**config.mk**
```make
export PLATFORM = sky130hd
export DESIGN_NAME = irq_timer_ctrl
export DESIGN_NICKNAME = d
export VERILOG_FILES = /design/src/rtl/irq_timer_ctrl.sv
export SDC_FILE = /design/constraint.sdc
export NUM_CORES = 1
export LEC_CHECK = 0
export BUFFER_PORTS_ARGS = -buffer_cell sky130_fd_sc_hd__buf_2
export CAP_MARGIN = 20
export CORE_MARGIN = 5
export CORE_UTILIZATION = 60
export CTS_CLUSTER_DIAMETER = 200
export DETAILED_ROUTE_END_ITERATION = 8
export PLACE_DENSITY = 0.77
export SLEW_MARGIN = 20
export SYNTH_ARGS = -nofsm -noshare
export SYNTH_HDL_FRONTEND = slang
export SYNTH_SLANG_ARGS = --single-unit
```
**constraint.sdc**
```tcl
create_clock -name i_eclk -period 4.2 [get_ports i_eclk]
set_clock_uncertainty 0.1 [all_clocks]
set_input_delay 0 -clock i_eclk [delete_from_list [all_inputs] [get_ports i_eclk]]
set_output_delay 0 -clock i_eclk [all_outputs]
set_load 0.005 [all_outputs]
```
**src/rtl/irq_timer_ctrl.sv**
```systemverilog
// irq_timer_ctrl: interrupt merger and periodic reload timer for the MMU09 SBC.
// Combines the UART IRQ, the CH375 IRQ and an internal tick timer into a single
// masked, registered, active-low irq_n for the 6809 /IRQ input.
//
// Register map (i_addr):
//   0 STATUS  rd {4'b0, TOVR, CH375, UART, TPEND}; wr b0=1 clears TPEND and TOVR
//   1 MASK    rd/wr b2:0 = {CH375 enable, UART enable, timer enable}
//   2 RELLO   wr stages the low reload byte; rd committed reload[7:0]
//   3 RELHI   wr commits {data, staged low}, loads counter, clears prescaler
//
// Build option: define IRQ_SYNC_EN to pass i_uartirq/i_chirq through two-flop
// synchronisers (reset to the inactive level) before STATUS and irq_n.
// Without it the external lines are used directly.
module irq_timer_ctrl #(
    parameter int PRESCALE = 1000
) (
    input  logic       i_eclk,
    input  logic       i_reset,
    input  logic       i_cs_n,
    input  logic       i_rw,
    input  logic [1:0] i_addr,
    input  logic [7:0] i_data,
    output logic [7:0] o_data,
    output logic       o_data_oe,
    input  logic       i_uartirq,
    input  logic       i_chirq,
    output logic       irq_n
);

    localparam logic [1:0]  ADDR_STATUS = 2'd0;
    localparam logic [1:0]  ADDR_MASK   = 2'd1;
    localparam logic [1:0]  ADDR_RELLO  = 2'd2;
    localparam logic [1:0]  ADDR_RELHI  = 2'd3;
    localparam logic [15:0] PS_LAST     = 16'(PRESCALE - 1);

    // Programmer-visible and timer state
    logic [2:0]  r_mask;
    logic [15:0] r_reload;
    logic [7:0]  r_rel_lo_stage;
    logic [15:0] r_count;
    logic [15:0] r_presc;
    logic        r_tpend;
    logic        r_tovr;
    logic        r_irq_n;

    // Bus decode
    logic        w_wr;
    logic        w_rd;
    logic        w_wr_status;
    logic        w_wr_mask;
    logic        w_wr_rello;
    logic        w_wr_relhi;
    logic        w_clr;

    // External interrupt levels (active high after conditioning)
    logic        w_uart_n;
    logic        w_ch_n;
    logic        w_uart;
    logic        w_ch;

    // Next-state values
    logic [15:0] w_presc_next;
    logic [15:0] w_count_next;
    logic        w_expire;
    logic        w_tpend_next;
    logic        w_tovr_next;
    logic [2:0]  w_mask_next;
    logic        w_irq_n_next;
    logic [7:0]  w_rd_data;

    assign w_wr        = ~i_cs_n & ~i_rw;
    assign w_rd        = ~i_cs_n &  i_rw;
    assign w_wr_status = w_wr & (i_addr == ADDR_STATUS);
    assign w_wr_mask   = w_wr & (i_addr == ADDR_MASK);
    assign w_wr_rello  = w_wr & (i_addr == ADDR_RELLO);
    assign w_wr_relhi  = w_wr & (i_addr == ADDR_RELHI);
    assign w_clr       = w_wr_status & i_data[0];

`ifdef IRQ_SYNC_EN
    logic [1:0] r_uart_sync;
    logic [1:0] r_ch_sync;

    // Two-flop synchronisers for the asynchronous device interrupt lines
    always_ff @(posedge i_eclk or posedge i_reset) begin
        if (i_reset) begin
            r_uart_sync <= 2'b11;
            r_ch_sync   <= 2'b11;
        end else begin
            r_uart_sync <= {r_uart_sync[0], i_uartirq};
            r_ch_sync   <= {r_ch_sync[0], i_chirq};
        end
    end

    assign w_uart_n = r_uart_sync[1];
    assign w_ch_n   = r_ch_sync[1];
`else
    assign w_uart_n = i_uartirq;
    assign w_ch_n   = i_chirq;
`endif

    assign w_uart = ~w_uart_n;
    assign w_ch   = ~w_ch_n;

    // Prescaler/counter next state; a RELHI write overrides any tick on the same edge
    always_comb begin
        w_presc_next = r_presc;
        w_count_next = r_count;
        w_expire     = 1'b0;
        if (w_wr_relhi) begin
            w_presc_next = 16'h0000;
            w_count_next = {i_data, r_rel_lo_stage};
        end else if (r_reload == 16'h0000) begin
            w_presc_next = 16'h0000;
            w_count_next = 16'h0000;
        end else if (r_presc >= PS_LAST) begin
            w_presc_next = 16'h0000;
            // A counter of 0 with a live reload cannot arise normally; treat it as
            // an expiry so the timer always recovers to a defined period.
            if (r_count <= 16'h0001) begin
                w_count_next = r_reload;
                w_expire     = 1'b1;
            end else begin
                w_count_next = r_count - 16'h0001;
            end
        end else begin
            w_presc_next = r_presc + 16'h0001;
        end
    end

    // Pending/overrun flags: an expiry beats a same-edge clear and leaves TOVR alone
    always_comb begin
        w_tpend_next = r_tpend;
        w_tovr_next  = r_tovr;
        if (w_expire) begin
            w_tpend_next = 1'b1;
            if (w_clr) begin
                w_tovr_next = r_tovr;
            end else begin
                w_tovr_next = r_tovr | r_tpend;
            end
        end else if (w_clr) begin
            w_tpend_next = 1'b0;
            w_tovr_next  = 1'b0;
        end else begin
            w_tpend_next = r_tpend;
            w_tovr_next  = r_tovr;
        end
    end

    // Interrupt combine uses next-state flags so irq_n follows its cause by one edge
    always_comb begin
        if (w_wr_mask) begin
            w_mask_next = i_data[2:0];
        end else begin
            w_mask_next = r_mask;
        end
        w_irq_n_next = ~((w_tpend_next & w_mask_next[0]) |
                         (w_uart       & w_mask_next[1]) |
                         (w_ch         & w_mask_next[2]));
    end

    // Register file, timer and registered irq_n
    always_ff @(posedge i_eclk or posedge i_reset) begin
        if (i_reset) begin
            r_mask         <= 3'b000;
            r_reload       <= 16'h0000;
            r_rel_lo_stage <= 8'h00;
            r_count        <= 16'h0000;
            r_presc        <= 16'h0000;
            r_tpend        <= 1'b0;
            r_tovr         <= 1'b0;
            r_irq_n        <= 1'b1;
        end else begin
            r_mask  <= w_mask_next;
            r_count <= w_count_next;
            r_presc <= w_presc_next;
            r_tpend <= w_tpend_next;
            r_tovr  <= w_tovr_next;
            r_irq_n <= w_irq_n_next;
            if (w_wr_rello) begin
                r_rel_lo_stage <= i_data;
            end
            if (w_wr_relhi) begin
                r_reload <= {i_data, r_rel_lo_stage};
            end
        end
    end

    // Combinational read mux
    always_comb begin
        w_rd_data = 8'h00;
        case (i_addr)
            ADDR_STATUS: w_rd_data = {4'b0000, r_tovr, w_ch, w_uart, r_tpend};
            ADDR_MASK:   w_rd_data = {5'b00000, r_mask};
            ADDR_RELLO:  w_rd_data = r_reload[7:0];
            ADDR_RELHI:  w_rd_data = r_reload[15:8];
            default:     w_rd_data = 8'h00;
        endcase
    end

    assign o_data    = w_rd ? w_rd_data : 8'h00;
    assign o_data_oe = w_rd;
    assign irq_n     = r_irq_n;

endmodule
```
# Yosys cells after proc, flatten, opt, wreduce, memory -nomap -nowiden
# Index checks and enable logic that the tools add are counted.
# totals
reg_bits	62
in_bits	16
out_inout_bits	10
elab_cells	58
# op_classes
add_sub_neg	2
magnitude_cmp	2
eq_ne	4
mux	19
bitwise_logic	18
reduce_logical	5
# ops
op	n
two-way mux 16 bit	7
one-hot mux 8 bit (4 select lines)	1
adder 16 x 1 -> 16 bit (second input constant)	1
>= comparator 16 x 10 -> 1 bit (second input constant)	1
less-or-equal comparator 16 x 1 -> 1 bit (second input constant)	1
logical NOT 16 bit	1
subtractor 16 x 1 -> 16 bit (second input constant)	1
bitwise AND 1 bit	10
two-way mux 1 bit	9
two-way mux 8 bit	1
NOT 1 bit	5
equality test 2 bit (second input constant)	2
two-way mux 3 bit	1
OR 1 bit	3
nonzero test 3 bit	1
equality test 2 x 1 -> 1 bit (second input constant)	1
logical NOT 2 bit	1
inequality test 2 bit (second input constant)	1
AND reduction 2 bit	1
nonzero test 2 bit	1

# Depth between registers and ports, before layout
# depth
ltp_word	10
ltp_mapped	8
mapped_depth_nobuf	7

# Least setup slack after synthesis
# Ideal clock, no wire load.
# synth_path
kind	register to register
startpoint	register r_count[0]
endpoint	register r_count[10]
setup_time_ps	82
arrival_time_ps	1906
path_slack_ps	2112
path_stages_with_launch	8
path_cell_list	dfrtp_1 inv_1 ha_1 nor3b_1 nand2_1 o22a_1 a211o_1 a31oi_1
# synth_via
elab_chain_cells	5
elab_cells_between_ends	6
classes_between	add/sub (1); order compare (1); mux (4)
# synth_rtl
element	line_no	rtl
start, declared	40	logic [15:0] r_count;
start signal, assigned	175	r_count <= w_count_next;
subtractor 16 x 1 -> 16 bit or less-or-equal comparator 16 x 1 -> 1 bit (tied branches)	123, 119	
two-way mux 16 bit *	119	if (r_count <= 16'h0001) begin
two-way mux 16 bit *	115	end else if (r_presc >= PS_LAST) begin
two-way mux 16 bit *	112	end else if (r_reload == 16'h0000) begin
two-way mux 16 bit *	109	if (w_wr_relhi) begin
# Mark *: on every way between the ends. The rest lies on a longest branch, timed or not. The select of a mux whose other input is x is not followed.
# A chain may end at the register's enable or synchronous reset.

# Worst setup path in the final report
# layout_path
startpoint	register r_count[0]
endpoint	register r_irq_n, in the netlist irq_n
# layout_via
elab_chain_cells	10
# layout_rtl
element	line_no	rtl
less-or-equal comparator 16 x 1 -> 1 bit	119	
two-way mux 1 bit	119	
two-way mux 1 bit	115	
two-way mux 1 bit	112	
two-way mux 1 bit	109	
two-way mux 1 bit	134	if (w_expire) begin
via w_tpend_next	65	logic w_tpend_next;
bitwise AND 1 bit	157	w_irq_n_next = ~((w_tpend_next & w_mask_next[0]) |
OR 1 bit	157	
OR 1 bit	158	(w_uart & w_mask_next[1]) |
NOT 1 bit	157	
via w_irq_n_next	68	logic w_irq_n_next;
end signal, assigned	179	r_irq_n <= w_irq_n_next;
end, declared	44	logic r_irq_n;
# The timed path passes the listed nets, and every way through them passes these cells.

==> reports/qor.csv <==
stage,metric,value,unit
synthesis,Syn Area/Cell,9.640,µm²
sta,Tmin final,2.961,ns
clock_tree,clk_lat worst skew,0.34,ns
setup_path,WP data arrival,3.14,ns
sta,setup TNS,0,ns
clock_tree,postcts setup bufs,0,
sta,"Hold Violations, Final",0,
sta,Worst slew margin,44.52,%
clock_tree,clock root buffer,clkbuf_8,
synthesis,cell count after synthesis,342,
worst_hold_path,Hold Path Class,primary input to flip-flop,
synthesis,post-synthesis sequential area ratio,47.10,%
sta,WHS,0.03515,ns
final_layout,ANT cells,0,
grt,Overflow after GRT,0,
power,Leakage,1.681,nW
drt,DRT Pass-1 Iters,5,
floorplanning,Core Box Area,0.005439,mm²
synthesis,post-synthesis async set-or-reset flop share,100.0,%
place,GP Congestion,0.9502,
clock_tree,clock-pin slew on the worst setup and hold paths,0.07,ns
setup_path,CP required,4.38,ns
sta,Final Setup Violations,0,
setup_path,end point of the critical path,irq_n,
grt,first-pass GRT wire length,13.69,mm
sta,fin worst setup slack,1.239,ns
job,MaxCap Viol Count,0,
clock_tree,Inserted Clock Buffers,9,
floorplanning,FP Rows,27,
synthesis,"EDFF count, synth",0,
drt,vias per std cell,6.237,
grt,largest net degree at the start of global routing,63,
worst_hold_path,Hold Path Origin,i_addr[1],
run_status,outcome,finished clean,
final_layout,Area Growth Syn to Fin,15.79,%
clock_tree,Max H-tree Level,3,
place,Post-Place Worst Slack,1.601,ns
drt,via count,2863,
setup_path,R2R setup slack,1.24,ns
final_layout,Nets,401,
setup_path,crit path capture type,flip-flop,
synthesis,synthesized area,0.003297,mm²
final_layout,Non-Filler Instances,459,
grt,initial antenna violation count,0,
drt,# DRC,0,
sta,crit share post-route,70.49,%
floorplanning,IO Count,26,
drt,routed wire length,8.366,mm
sta,unrepaired setup endpoints after global routing,false,
place,DP HPWL,5.689,mm
sta,Max Clock Freq,337.8,MHz
floorplanning,Vert. Die Dim,84.13,µm
synthesis,Yosys Warn Count,0,
clock_tree,Post-CTS Hold Buffers,14,
drt,starting DRC count in detailed routing,326,
clock_tree,TritonCTS clock tree,done,
sta,Slew @ Worst Pin,0.8291,ns
setup_path,worst reg-to-reg path cell count,7,
grt,vias in the first global route,2658,
clock_tree,# resized after CTS,0,
synthesis,Synth cell types,62,
place,placed cells,429,
setup_path,CP Launch Point,r_count[0],
sta,Final Max Slew Viols,0,
setup_path,startpoint types,flip-flop,
setup_path,worst r2r src,r_count[0],
clock_tree,Clock Tree Buf Depth,2,
power,Power Density,538.0,mW/mm²
grt,total track usage,24.50,%
setup_path,capturing point of the worst reg2reg path,irq_n,
floorplanning,die width,84.13,µm
drt,drt wl/cell,18.23,µm
setup_path,critical-path maximum fanout,9,
floorplanning,Initial Util,60.62,%
synthesis,"Primary FF master, synth",dfrtp_1,
setup_path,CP Class,flip-flop to flip-flop,
place,buffers added on ports,25,
floorplanning,Die Footprint,0.007077,mm²
final_layout,layout cell share with drive strength beyond 1,18.35,%
power,Max VDD drop,0.3754,mV
drt,post-route ant nets,0,
clock_tree,CTS sink count,62,
synthesis,register bit total from synthesis,62,
## worst max-delay path, cell delays in order (launching register included)
cell	delay, ns
dfrtp_1	0.45
inv_1	0.11
ha_1	0.25
o211ai_1	0.63
nor2_1	0.28
a31o_2	0.34
a21boi_1	0.17
dlygate4sd3_1	0.56
## sequential cells by signal, summed over array words and instances, names as in the netlist
name / count
r_count: 16
r_reload: 16
r_rel_lo_stage: 8
r_presc: 16
r_tpend: 1
r_mask: 3
irq_n: 1
r_tovr: 1
## kinds of logic after synthesis
family | Yosys count | synth area share [%]
simple gates | 157 | 23.15
mux | 19 | 7.362
buf+inv | 24 | 3.302
compound gates | 65 | 14.91
flops | 62 | 47.10
fa+ha+maj | 3 | 1.139
other cells | 1 | 0.1137
xor+xnor | 11 | 2.922
## synthesized netlist by cell type (3+ instances only)
cell | n | share of area [%]
nand2_1 | 62 | 7.1
o21ai_1 | 3 | 0.46
a211o_1 | 5 | 1.3
mux2_2 | 12 | 4.1
a211oi_1 | 3 | 0.68
and2_1 | 7 | 1.3
nand4_1 | 3 | 0.57
clkbuf_1 | 10 | 1.1
mux4_2 | 3 | 2.0
nor3_1 | 19 | 2.9
nor4_1 | 7 | 1.3
a22oi_1 | 3 | 0.68
inv_1 | 7 | 0.80
a221oi_1 | 4 | 1.1
a31oi_1 | 9 | 1.7
xnor2_1 | 5 | 1.3
mux2i_1 | 4 | 1.2
a21oi_1 | 6 | 0.91
buf_2 | 3 | 0.46
ha_1 | 3 | 1.1
o31a_1 | 3 | 0.80
nor2_1 | 33 | 3.8
dfrtp_1 | 61 | 46
xor2_1 | 6 | 1.6
o21ai_0 | 4 | 0.61
o31ai_1 | 4 | 0.91
nand3_1 | 7 | 1.1
## layout by cell type (no fill, tap or decap), drive strengths merged, types with 5 or more instances in the layout
cell type    count
a31oi            9
nor2            33
conb             6
a221oi           5
buf             27
dlygate4sd3     14
and2             7
inv              7
nand2           63
a21oi            6
xor2             6
a211o            5
xnor2            5
mux2            12
nor3            21
clkbuf          10
nor4             9
nand3            7
dfrtp           61
o21ai            7
## worst min-delay path by stage
stage                                    to  slack, ns  cells after the start
after global routing                 r_tovr       0.06                      4
after global placement    r_rel_lo_stage[4]       0.15                      2
final                                r_tovr       0.04                      4
after CTS                            r_tovr       0.03                      4
after detailed placement  r_rel_lo_stage[4]       0.15                      2
after floorplan                   o_data_oe      -0.04                      1
## report_power, final
part / total (mW) / switching, mW / internal [mW] / leakage (nW)
sequential: 0.949 / 0.205 / 0.745 / 0.778
combinational: 0.533 / 0.262 / 0.271 / 0.797
clock: 0.571 / 0.238 / 0.333 / 0.106
## stage by stage
stage,cell area (µm²),power [mW],util [%]
global route,3817,2.170,70.19
finish,3817,2.054,70.19
CTS,3817,2.045,70.19
floorplan,3316,1.318,-
global placement,3463,1.450,63.68
detailed placement,3463,1.462,63.68
## metal layers
layer	up-vias	part of all wire (%)	GRT usage [%]
li1	1323	-	-
met4	0	3.1	8.480
met2	141	45	35.72
met3	29	7.6	5.528
met5	-	0	0
met1	1370	44	36.10
## cell type report
class,instances,area [µm²]
Multi-Input combinational cell,261,1654
Fill cell,401,1622
Sequential cell,62,1553
Timing Repair Buffer,41,280.3
Clock buffer,10,127.6
Tap cell,72,90.09
Clock inverter,6,86.33
Inverter,7,26.28
No activity file was read; power rests on OpenSTA's default activity.
